## config.mk

```make
export PLATFORM = sky130hd
export DESIGN_NAME = seven_segment_avalon_master
export DESIGN_NICKNAME = d
export VERILOG_FILES = /design/src/rtl/avalon_pkg.sv /design/src/rtl/avalon_stall_timer.sv /design/src/rtl/seven_segment_avalon_master.sv
export SDC_FILE = /design/constraint.sdc
export NUM_CORES = 1
export LEC_CHECK = 0
export CORE_ASPECT_RATIO = 1.2
export CORE_MARGIN = 3
export CORE_UTILIZATION = 45
export CTS_CLUSTER_SIZE = 40
export DETAILED_ROUTE_END_ITERATION = 10
export PLACE_DENSITY = 0.85
export RECOVER_POWER = 50
export SETUP_SLACK_MARGIN = 0.3
export SKIP_LAST_GASP = 1
export SYNTH_ARGS = -nofsm -noshare
export SYNTH_HDL_FRONTEND = slang
export SYNTH_SLANG_ARGS = --single-unit
export TNS_END_PERCENT = 30
```

## constraint.sdc

```tcl
create_clock -name clock -period 3.1 [get_ports clock]
set_input_delay 0.465 -clock clock [delete_from_list [all_inputs] [get_ports clock]]
set_output_delay 0.465 -clock clock [all_outputs]
set_load 0.03 [all_outputs]
```

## src/rtl/avalon_pkg.sv

```systemverilog
// Shared definitions for the seven-segment Avalon-MM initiator: FSM encoding,
// bus widths and counter sizing.
package avalon_pkg;

    typedef enum logic [1:0] {
        IDLE = 2'd0,
        BUS  = 2'd1,
        LAT  = 2'd2,
        RESP = 2'd3
    } state_t;

    localparam int DATA_W = 32;
    localparam int BE_W   = 4;

    // Bits needed to hold 0..max_value, never less than one bit.
    function automatic int cnt_width(input int max_value);
        if (max_value < 1) begin
            return 1;
        end else begin
            return $clog2(max_value + 1);
        end
    endfunction

endpackage

```

## src/rtl/avalon_stall_timer.sv

```systemverilog
// Saturating waitrequest stall counter; expire flags the stalled cycle that
// brings the count up to TIMEOUT. TIMEOUT = 0 disables expiry.
module avalon_stall_timer
    import avalon_pkg::*;
#(
    parameter int TIMEOUT = 255
) (
    input  logic clock,
    input  logic reset,
    input  logic enable,
    input  logic clear,
    output logic expire
);

    localparam int CNT_W = cnt_width(TIMEOUT);

    logic [CNT_W-1:0] count_r;

    // Stall count register: clear wins over enable, holds at all-ones.
    always_ff @(posedge clock) begin
        if (reset) begin
            count_r <= {CNT_W{1'b0}};
        end else if (clear) begin
            count_r <= {CNT_W{1'b0}};
        end else if (enable && (count_r != {CNT_W{1'b1}})) begin
            count_r <= count_r + CNT_W'(1);
        end else begin
            count_r <= count_r;
        end
    end

    // Expiry decode for the current stalled cycle.
    always_comb begin
        expire = 1'b0;
        if (TIMEOUT == 0) begin
            expire = 1'b0;
        end else if (enable && (count_r >= CNT_W'(TIMEOUT - 1))) begin
            expire = 1'b1;
        end else begin
            expire = 1'b0;
        end
    end

endmodule

```

## src/rtl/seven_segment_avalon_master.sv

```systemverilog
// Single-outstanding Avalon-MM initiator: takes one valid/ready command, runs
// it on the bus with waitrequest, fixed read latency and timeout, returns a response.
module seven_segment_avalon_master
    import avalon_pkg::*;
#(
    parameter int ADDR_W       = 4,
    parameter int READ_LATENCY = 0,
    parameter int TIMEOUT      = 255
) (
    input  logic              clock,
    input  logic              reset,
    input  logic              cmd_valid,
    output logic              cmd_ready,
    input  logic              cmd_write,
    input  logic [ADDR_W-1:0] cmd_address,
    input  logic [DATA_W-1:0] cmd_writedata,
    input  logic [BE_W-1:0]   cmd_byteenable,
    output logic              rsp_valid,
    input  logic              rsp_ready,
    output logic [DATA_W-1:0] rsp_readdata,
    output logic              rsp_error,
    output logic [ADDR_W-1:0] avm_address,
    output logic              avm_read,
    output logic              avm_write,
    output logic [DATA_W-1:0] avm_writedata,
    output logic [BE_W-1:0]   avm_byteenable,
    input  logic [DATA_W-1:0] avm_readdata,
    input  logic              avm_waitrequest
);

    localparam int LAT_W = cnt_width(READ_LATENCY);

    state_t            state_r, state_next_s;
    logic              cmd_ready_r, cmd_ready_next_s;
    logic              rsp_valid_r, rsp_valid_next_s;
    logic [DATA_W-1:0] rsp_readdata_r, rsp_readdata_next_s;
    logic              rsp_error_r, rsp_error_next_s;
    logic [ADDR_W-1:0] avm_address_r, avm_address_next_s;
    logic              avm_read_r, avm_read_next_s;
    logic              avm_write_r, avm_write_next_s;
    logic [DATA_W-1:0] avm_writedata_r, avm_writedata_next_s;
    logic [BE_W-1:0]   avm_byteenable_r, avm_byteenable_next_s;
    logic [LAT_W-1:0]  lat_cnt_r, lat_cnt_next_s;
    logic              stall_en_s, stall_clr_s, stall_expire_s;

    assign stall_en_s  = (state_r == BUS) && (avm_read_r || avm_write_r) && avm_waitrequest;
    assign stall_clr_s = (state_r != BUS);

    avalon_stall_timer #(
        .TIMEOUT (TIMEOUT)
    ) u_stall_timer (
        .clock  (clock),
        .reset  (reset),
        .enable (stall_en_s),
        .clear  (stall_clr_s),
        .expire (stall_expire_s)
    );

    // Next-state and next-output decode; all outputs are registered below.
    always_comb begin
        state_next_s          = state_r;
        avm_address_next_s    = avm_address_r;
        avm_read_next_s       = avm_read_r;
        avm_write_next_s      = avm_write_r;
        avm_writedata_next_s  = avm_writedata_r;
        avm_byteenable_next_s = avm_byteenable_r;
        rsp_readdata_next_s   = rsp_readdata_r;
        rsp_error_next_s      = rsp_error_r;
        lat_cnt_next_s        = lat_cnt_r;
        case (state_r)
            IDLE: begin
                if (cmd_valid && cmd_ready_r) begin
                    avm_address_next_s    = cmd_address;
                    avm_writedata_next_s  = cmd_writedata;
                    avm_byteenable_next_s = cmd_byteenable;
                    avm_write_next_s      = cmd_write;
                    avm_read_next_s       = !cmd_write;
                    state_next_s          = BUS;
                end else begin
                    state_next_s = IDLE;
                end
            end
            BUS: begin
                if (!avm_waitrequest) begin
                    avm_read_next_s  = 1'b0;
                    avm_write_next_s = 1'b0;
                    rsp_error_next_s = 1'b0;
                    if (avm_write_r) begin
                        rsp_readdata_next_s = {DATA_W{1'b0}};
                        state_next_s        = RESP;
                    end else if (READ_LATENCY == 0) begin
                        rsp_readdata_next_s = avm_readdata;
                        state_next_s        = RESP;
                    end else begin
                        lat_cnt_next_s = LAT_W'(READ_LATENCY);
                        state_next_s   = LAT;
                    end
                end else if (stall_expire_s) begin
                    avm_read_next_s     = 1'b0;
                    avm_write_next_s    = 1'b0;
                    rsp_error_next_s    = 1'b1;
                    rsp_readdata_next_s = {DATA_W{1'b0}};
                    state_next_s        = RESP;
                end else begin
                    state_next_s = BUS;
                end
            end
            LAT: begin
                lat_cnt_next_s = lat_cnt_r - LAT_W'(1);
                if (lat_cnt_r <= LAT_W'(1)) begin
                    rsp_readdata_next_s = avm_readdata;
                    rsp_error_next_s    = 1'b0;
                    state_next_s        = RESP;
                end else begin
                    state_next_s = LAT;
                end
            end
            RESP: begin
                if (rsp_ready) begin
                    rsp_error_next_s = 1'b0;
                    state_next_s     = IDLE;
                end else begin
                    state_next_s = RESP;
                end
            end
            default: begin
                avm_read_next_s  = 1'b0;
                avm_write_next_s = 1'b0;
                state_next_s     = IDLE;
            end
        endcase
    end

    assign cmd_ready_next_s = (state_next_s == IDLE);
    assign rsp_valid_next_s = (state_next_s == RESP);

    // State and output registers.
    always_ff @(posedge clock) begin
        if (reset) begin
            state_r          <= IDLE;
            cmd_ready_r      <= 1'b0;
            rsp_valid_r      <= 1'b0;
            rsp_readdata_r   <= {DATA_W{1'b0}};
            rsp_error_r      <= 1'b0;
            avm_address_r    <= {ADDR_W{1'b0}};
            avm_read_r       <= 1'b0;
            avm_write_r      <= 1'b0;
            avm_writedata_r  <= {DATA_W{1'b0}};
            avm_byteenable_r <= {BE_W{1'b0}};
            lat_cnt_r        <= {LAT_W{1'b0}};
        end else begin
            state_r          <= state_next_s;
            cmd_ready_r      <= cmd_ready_next_s;
            rsp_valid_r      <= rsp_valid_next_s;
            rsp_readdata_r   <= rsp_readdata_next_s;
            rsp_error_r      <= rsp_error_next_s;
            avm_address_r    <= avm_address_next_s;
            avm_read_r       <= avm_read_next_s;
            avm_write_r      <= avm_write_next_s;
            avm_writedata_r  <= avm_writedata_next_s;
            avm_byteenable_r <= avm_byteenable_next_s;
            lat_cnt_r        <= lat_cnt_next_s;
        end
    end

    assign cmd_ready      = cmd_ready_r;
    assign rsp_valid      = rsp_valid_r;
    assign rsp_readdata   = rsp_readdata_r;
    assign rsp_error      = rsp_error_r;
    assign avm_address    = avm_address_r;
    assign avm_read       = avm_read_r;
    assign avm_write      = avm_write_r;
    assign avm_writedata  = avm_writedata_r;
    assign avm_byteenable = avm_byteenable_r;

endmodule

```

# == Word level (Yosys, flattened, before mapping) ==
# Cells that the tools add are included.
# totals
regBits,88
elab_cells,66
output_inout_bits,77
in_bits,78
# op_classes
add_sub_neg,2
reduce_logical,17
muxes,23
n_eq_ne,10
magnitude_cmp,2
# ops
operator,n
$mux W32,4
$pmux W32 S2,1
$mux W1,11
$add A8 B1 Y8 const B,1
$ge A8 B8 Y1 const B,1
$ne A8 B8 Y1 const B,1
$pmux W2 S4,1
$eq A2 B2 Y1 const B,3
$mux W2,3
$ne A2 B2 Y1 const B,3
$reduce_and A3 Y1,2
$logic_and A1 B1 Y1,5
$logic_not A2 Y1,2
$pmux W1 S2,2
$reduce_and A4 Y1,1
$reduce_bool A2 Y1,2
$ne A3 B3 Y1 const B,1
$pmux W1 S3,1
$reduce_bool A3 Y1,1
$eq A2 B1 Y1 const B,1
$ne A2 B1 Y1 const B,1
$reduce_and A2 Y1,1
$reduce_or A2 Y1,1
$le A1 B1 Y1 const B,1
3 further kinds,3

# == Longest topological paths before layout ==
# Gate-level depths: netlist of the first run.
# depth
word_depth,9
mapped_depth,7
ltp_nobuf,5

# == Cells and area by module ==
# Synthesis of the first run repeated with hierarchy kept, for this count alone.
# hier_totals
hier_cells,384
hier_area_um2,3673.5
# modules_own_cells
module,area_per_inst_um2,cells_per_inst,seq_area_each_um2,instances
seven_segment_avalon_master,3219.3,332,1581.5,1
avalon_stall_timer,454.2,52,160.2,1

# == Worst setup path after synthesis of the first run ==
# Ideal clock, no wire load.
# synth_path
kind,register to register
from,reg u_stall_timer.count_r[1]
to,reg u_stall_timer.count_r[3]
arrival_time_ns,1.518
setup_ns,0.070
setup_slack_ns,1.512
required_ns,3.030
synth_period_minus_slack_ns,1.588
n_path_buf,0
stages_incl_launch_ff,6
cell_sequence,dfxtp_1 ha_1 and2_1 and3_1 or4_1 a21oi_1
# synth_via
elab_chain_len,2
elab_cells_between_ends,3
classes_between,1 x add/sub; 1 x eq/ne; 1 x reduce/logical
# synth_rtl
element,line,text
from (decl),avalon_stall_timer.sv:17,logic [CNT_W-1:0] count_r;
from (signal assigned),avalon_stall_timer.sv:22,count_r <= {CNT_W{1'b0}};
from (signal assigned),avalon_stall_timer.sv:24,count_r <= {CNT_W{1'b0}};
from (signal assigned),avalon_stall_timer.sv:26,count_r <= count_r + CNT_W'(1);
branches (longest 2 deep; another with $add A8 B1 Y8),-,
# Parallel ways; which one is timed is not known.
# A chain may end at the register's enable or synchronous reset.

# == Final worst setup path of the first run ==
# layout_path
from,reg u_stall_timer.count_r[0]
to,reg rsp_readdata_r[17] (netlist: rsp_readdata[17])
# layout_via
elab_chain_len,5
# layout_rtl
element,line,text
$ge A8 B8 Y1,avalon_stall_timer.sv:37,end else if (enable && (count_r >= CNT_W'(TIMEOUT - 1))) begin
$logic_and A1 B1 Y1,avalon_stall_timer.sv:37,
$mux W1,avalon_stall_timer.sv:37,
$ne A3 B3 Y1 (no source line),-,
$reduce_and A3 Y1 (no source line),-,
to (signal assigned),seven_segment_avalon_master.sv:143,rsp_readdata_r <= {DATA_W{1'b0}};
to (signal assigned),seven_segment_avalon_master.sv:155,rsp_readdata_r <= rsp_readdata_next_s;
to (decl),seven_segment_avalon_master.sv:36,"logic [DATA_W-1:0] rsp_readdata_r, rsp_readdata_next_s;"
# Every way passes these cells.

==> flow_summary.json, run 1 <==
{
  "cts_root_buf": "clkbuf_8",
  "postCtsSetupBuffers": 0,
  "p_switching_uw": 963,
  "syn_inst": 408,
  "worstSkewPairLatency_ns": 0.34,
  "worstPathRequired_ns": 3.36,
  "dp_worst_setup_slack_ns": 0.728,
  "status": "finished clean",
  "slew_headroom": 0.494,
  "finalSetupViolations": 0,
  "synth-simple-area-share": 0.252,
  "htreeDepth": 3,
  "synthTopCellsByCount": "122 x nand2_1, 87 x dfxtp_1, 50 x a21oi_1, 38 x nand2b_1, 35 x mux2i_1",
  "period_minus_slack_ns": 2.30,
  "maxCapViolations": 0,
  "clockBufferDepth": 2,
  "reg2reg_from": "u_stall_timer.count_r[0]",
  "die_h_um": 103,
  "cp_cell_sequence": "inv_1 -> ha_1 -> o221ai_1 -> o211a_1 -> buf_4 -> mux2i_1",
  "synth_top_area_share": 0.490,
  "crit_path_start": "u_stall_timer.count_r[0]",
  "synth_compound_area_frac": 0.104,
  "nNetsFinal": 631,
  "grt-ovfl-total": 0,
  "cpMaxStageDelayCell": "o211a_1",
  "synth-edff-count": 0,
  "cts_tree": "done",
  "layout.area.seq_um2": 1740,
  "comb_power_share": 0.305,
  "p_clk_frac": 0.244,
  "worst_slew_pin_slew_ns": 0.758,
  "drt_first_iter_violations": 120,
  "yosys-top-cells-area": "dfxtp_1 49%, nand2_1 13%, mux2i_1 9.9%",
  "area_growth_pct": 47.7,
  "rsz0062_at_grt": "no",
  "track_usage": 0.202,
  "synthFlopType": "dfxtp_1",
  "dr.pass1.iters": 4,
  "slew_viol_final": 0,
  "drc": 0,
  "vias": 3217,
  "syn_area_um2": 3550,
  "crit_type": "flop to flop",
  "power_density_nw_per_um2": 547,
  "n_antenna_cell": 0,
  "synth-seq-cells": 87,
  "via_per_inst": 4.98,
  "swShare": 0.335,
  "p_leak_nw": 2.07,
  "nFillCells": 594,
  "synth_mux_area_frac": 0.0986,
  "postSynth.asyncResetShare": 0,
  "crit_family": "compound AO/OA/AOI/OAI gates",
  "io_pins": 155,
  "antenna_found_initial": 0,
  "port_buffers": 154,
  "start_kind": "flop",
  "grt_max_degree": 52,
  "worst-path-max-fanout": 24,
  "synth_cell_types": 39,
  "fp-row-count": 34,
  "yosysTopAreaCell": "dfxtp_1",
  "cts_buffers": 9,
  "fp.coreArea_um2": 7440,
  "clkTransAtPathRegs_ns": 0.08,
  "grt_first_pass_wirelength_um": 14600,
  "critPathMaxStageDelay_ns": 0.51,
  "synth_fa_ha_area_frac": 0.00704,
  "synth_top_family_by_area": "simple AND/OR/NAND/NOR gates",
  "cts-resized-gates": 0,
  "hold_path_class": "flop to flop",
  "fmax_mhz": 434,
  "final_hold_viol_count": 0,
  "ant_nets": 0,
  "gp_congestion": 0.891,
  "yosysSeqAreaShare": 0.490,
  "critPathBufInv": 2,
  "power_frac_seq": 0.450,
  "ys_warn_count": 0,
  "multi_input_area_um2": 1640,
  "crit_path_end_kind": "flop",
  "die_area_um2": 9000,
  "routed_wirelength_um": 9120,
  "critPathArrivalTime_ns": 2.57,
  "min-delay-start": "avm_writedata[0]",
  "cts.sinks": 87,
  "reg2reg_slack_ns": 0.80,
  "die_w_um": 87.1,
  "start_util": 0.477,
  "min_period_over_period": 0.743,
  "p_int_mw": 1.91,
  "layout-drive-gt1-share": 0.0504,
  "yosysMostFrequentCell": "nand2_1",
  "synth_xor_area_frac": 0,
  "finalWorstSetupSlack_ns": 0.797,
  "ctsHoldBuffers": 0,
  "grt_pass1_vias": 3132,
  "vdd_drop_max_mv": 0.317,
  "dp_hpwl_um": 6640,
  "fin_tns_setup_ns": 0,
  "synth_nets": 488,
  "wl_per_cell_um": 14.1,
  "clock_skew_ns": 0.0125,
  "syn_area_per_cell_um2": 8.71
}
==> logic make-up (layout without fill, tap and decap cells) <==
logic type      count (synthesis)  after routing
mux                            35             35
simple gates                  190            190
flops                          87             87
fa+ha+maj                       2              2
buf+inv                        29            177
compound gates                 65             65
==> path summary, 6_finish.rpt <==
path / end / cells past startpoint
max: rsp_readdata[17] / 6
min: avm_writedata[0] / 2
max reg2reg: rsp_readdata[17] / 6
min reg2reg: avm_writedata[0] / 2
==> placed cells by master (no fill, tap or decap), drive strengths merged, types with 2 or more instances in the layout <==
| master | instances |
|---|---|
| inv | 4 |
| buf | 6 |
| o211a | 2 |
| ha | 2 |
| nor2 | 3 |
| nand2 | 122 |
| clkdlybuf4s50 | 133 |
| clkbuf | 10 |
| mux2i | 35 |
| nand3 | 7 |
| or2 | 2 |
| or4 | 2 |
| a21oi | 51 |
| clkinvlp | 3 |
| nand2b | 38 |
| dfxtp | 87 |
| and3 | 5 |
| dlygate4sd3 | 20 |
| o21ai | 5 |
| nor3 | 2 |
| o221ai | 2 |
==> per-stage QoR <==
step | util | hold slack (ns) | instances | power (mW) | area, um2
2_1_floorplan | - | 0.446 | 408 | 1.89 | 3550
3_3_place_gp | 0.684 | 0.442 | 630 | 2.20 | 5090
3_5_place_dp | 0.684 | 0.446 | 630 | 2.22 | 5090
4_1_cts | 0.707 | 0.458 | 646 | 2.92 | 5260
5_1_grt | 0.705 | 0.473 | 646 | 3.02 | 5250
6_report | 0.705 | 0.454 | 646 | 2.87 | 5250
==> metal layers <==
metal,share of wire,track usage,vias to the layer above
met5,0,0,-
met3,0.12,0.0959,2
li1,-,-,1640
met1,0.41,0.241,1445
met4,0.0042,0.0460,0
met2,0.46,0.331,130
==> flip-flops by register name, indices dropped and copies added, names as in the netlist <==
name	count
avm_address	4
avm_writedata	32
avm_write	1
rsp_error	1
avm_read	1
u_stall_timer.count_r	8
rsp_valid	1
state_r	2
avm_byteenable	4
rsp_readdata	32
cmd_ready	1
==> power groups by stage <==
stage	Combinational [mW]	Clock, mW	Sequential [mW]
floorplan	0.394	0	1.50
global placement	0.884	0	1.31
detailed placement	0.896	0	1.32
CTS	0.898	0.725	1.30
global route	0.943	0.772	1.31
finish	0.877	0.701	1.29
==> final cells by class <==
cell class | count | area share
Clock inverter | 6 | 0.00858
Tap cell | 90 | 0.0215
Inverter | 2 | 0.00143
Clock buffer | 10 | 0.0243
Timing Repair Buffer | 159 | 0.300
Sequential cell | 87 | 0.332
Multi-Input combinational cell | 292 | 0.313
==> worst register-to-register path: cells and delay by family (launching register included) <==
| kind | cells | cell delay (ns) |
|---|---|---|
| AO/OA/AOI/OAI | 2 | 0.83 |
| buffers and inverters | 2 | 0.55 |
| flip-flops | 1 | 0.40 |
| multiplexers | 1 | 0.26 |
| adder cells (fa/ha/maj) | 1 | 0.21 |
No activity file was read; power rests on OpenSTA's default activity.
==> run 2, diff against run 1 <==
--- a/config.mk
+++ b/config.mk
@@ -7,10 +7,10 @@
 export LEC_CHECK = 0
 export CORE_ASPECT_RATIO = 1.2
 export CORE_MARGIN = 3
-export CORE_UTILIZATION = 45
+export CORE_UTILIZATION = 42
 export CTS_CLUSTER_SIZE = 40
 export DETAILED_ROUTE_END_ITERATION = 10
-export PLACE_DENSITY = 0.85
+export PLACE_DENSITY = 0.8
 export RECOVER_POWER = 50
 export SETUP_SLACK_MARGIN = 0.3
 export SKIP_LAST_GASP = 1
==> constraint.sdc (replaced) <==
create_clock -name clock -period 2.2 [get_ports clock]
set_input_delay 0.33 -clock clock [delete_from_list [all_inputs] [get_ports clock]]
set_output_delay 0.33 -clock clock [all_outputs]
set_load 0.03 [all_outputs]
==> run 2 against run 1 <==
  * Total power rose by 51%
  * Global-route usage fell by 0.12 points
  * Clock skew rose by 0.00053 ns
  * Setup slack got worse by 0.42 ns
  * Sequential cell count did not move
  * Hold slack got worse by 0.076 ns
  * Critical path depth fell by 5
  * First-iteration DRC count rose by 63%
  * Critical endpoint is now avm_read
  * Largest power group unchanged
  * Highest routed layer unchanged
==> flow_summary.json, run 2 (synthesized netlist as in run 1, its figures left out) <==
{
  "ctsHoldBuffers": 0,
  "grt-ovfl-total": 0,
  "ant_nets": 0,
  "post-route-util": 0.656,
  "wl_per_cell_um": 14.1,
  "worst-path-max-fanout": 5,
  "dp_hpwl_um": 6870,
  "drt_first_iter_violations": 196,
  "p_leak_nw": 2.15,
  "grt_pass1_vias": 3290,
  "final_common_cell": "clkdlybuf4s50_1",
  "critPathArrivalTime_ns": 1.50,
  "mostFrequentLayoutCells": "127 x clkdlybuf4s50_1, 122 x nand2_1, 87 x dfxtp_1",
  "via_per_inst": 4.93,
  "maxCapViolations": 0,
  "clockBufferDepth": 2,
  "drc": 0,
  "finalSetupViolations": 0,
  "die_h_um": 107,
  "layout-drive-gt1-share": 0.0608,
  "worstPathRequired_ns": 1.87,
  "vias": 3317,
  "hold-worst-slack_ns": 0.377,
  "cts-resized-gates": 0,
  "antenna_found_initial": 0,
  "worstSkewPairLatency_ns": 0.36,
  "track_usage": 0.201,
  "gp_congestion": 0.855,
  "status": "finished clean",
  "min_period_over_period": 0.830,
  "dr.pass1.iters": 4,
  "nFillCells": 697,
  "htreeDepth": 3,
  "clock_skew_ns": 0.0131,
  "grt_max_degree": 43,
  "routed_wirelength_um": 9490,
  "cts_root_buf": "clkbuf_8",
  "final_hold_viol_count": 0,
  "area_growth_pct": 51.4,
  "hold_path_class": "primary input to flop",
  "fin_cells": 673,
  "fp.coreArea_um2": 8200,
  "power_density_nw_per_um2": 804,
  "worst_slew_pin_slew_ns": 0.827,
  "crit_family": "buffers and inverters",
  "cpMaxStageDelayCell": "clkdlybuf4s50_1",
  "fp-row-count": 36,
  "crit_path_end_kind": "output port",
  "postCtsSetupBuffers": 0,
  "start_kind": "flop",
  "crit_type": "flop to output port",
  "critPathBufInv": 1,
  "n_antenna_cell": 0,
  "start_util": 0.433,
  "slew_viol_final": 0,
  "slew_headroom": 0.449,
  "io_pins": 155,
  "vdd_drop_max_mv": 0.508,
  "clkTransAtPathRegs_ns": 0.09,
  "critPathMaxStageDelay_ns": 0.73,
  "die_w_um": 90.0,
  "cts.sinks": 87,
  "placed_cells": 657,
  "cp_cell_sequence": "clkdlybuf4s50_1",
  "port_buffers": 154,
  "finalPower_mw": 4.33,
  "fmax_mhz": 548,
  "nNetsFinal": 634,
  "fin_tns_setup_ns": 0,
  "grt_first_pass_wirelength_um": 15600,
  "period_minus_slack_ns": 1.83,
  "die_area_um2": 9600,
  "cts_tree": "done",
  "cts_buffers": 9,
  "rsz0062_at_grt": "no"
}
## run 2: cell count changes in the layout (fill, tap and decap cells not counted), moves of 2 or more
cell,previous run,this run
bufinv_16,0,2
dlygate4sd3_1,20,25
clkinvlp_4,3,1
clkdlybuf4s50_1,133,127
buf_12,0,3
## run 2: power by group
part / switching [mW] / internal, mW
Sequential: 0.0854 / 1.72
Combinational: 0.715 / 0.579
Clock: 0.582 / 0.641
## run 2: final timing paths
check | startpoint | to | slack (ns) | depth (start not counted)
worst max-delay path | avm_read | avm_read | 0.37 | 1
worst min-delay path | reset | avm_writedata[10] | 0.38 | 2
worst max register to register | u_stall_timer.count_r[0] | rsp_readdata[11] | 0.38 | 6
worst min register to register | avm_writedata[26] | avm_writedata[26] | 0.46 | 2
## run 2: through the flow
stage                     setup WS (ns)  area, um2
after CTS                         0.310       5400
final                             0.374       5380
after global placement            0.356       5180
after global routing              0.201       5380
after detailed placement          0.311       5180
after floorplan                   0.612       3550
## run 2: cell type report
cell class                      count  area (um2)  share of cell area
Clock inverter                      7        95.1              0.0177
Sequential cell                    87        1740               0.324
Tap cell                          114         143              0.0265
Inverter                            2        7.51             0.00140
Multi-Input combinational cell    292        1650               0.306
Timing Repair Buffer              162        1630               0.302
Clock buffer                        9         124              0.0230
## run 2: routing by layer
metal	GRT usage	routed length (um)
met3	0.0765	919
met5	0	0
met1	0.232	3950
met2	0.334	4440
met4	0.0853	174
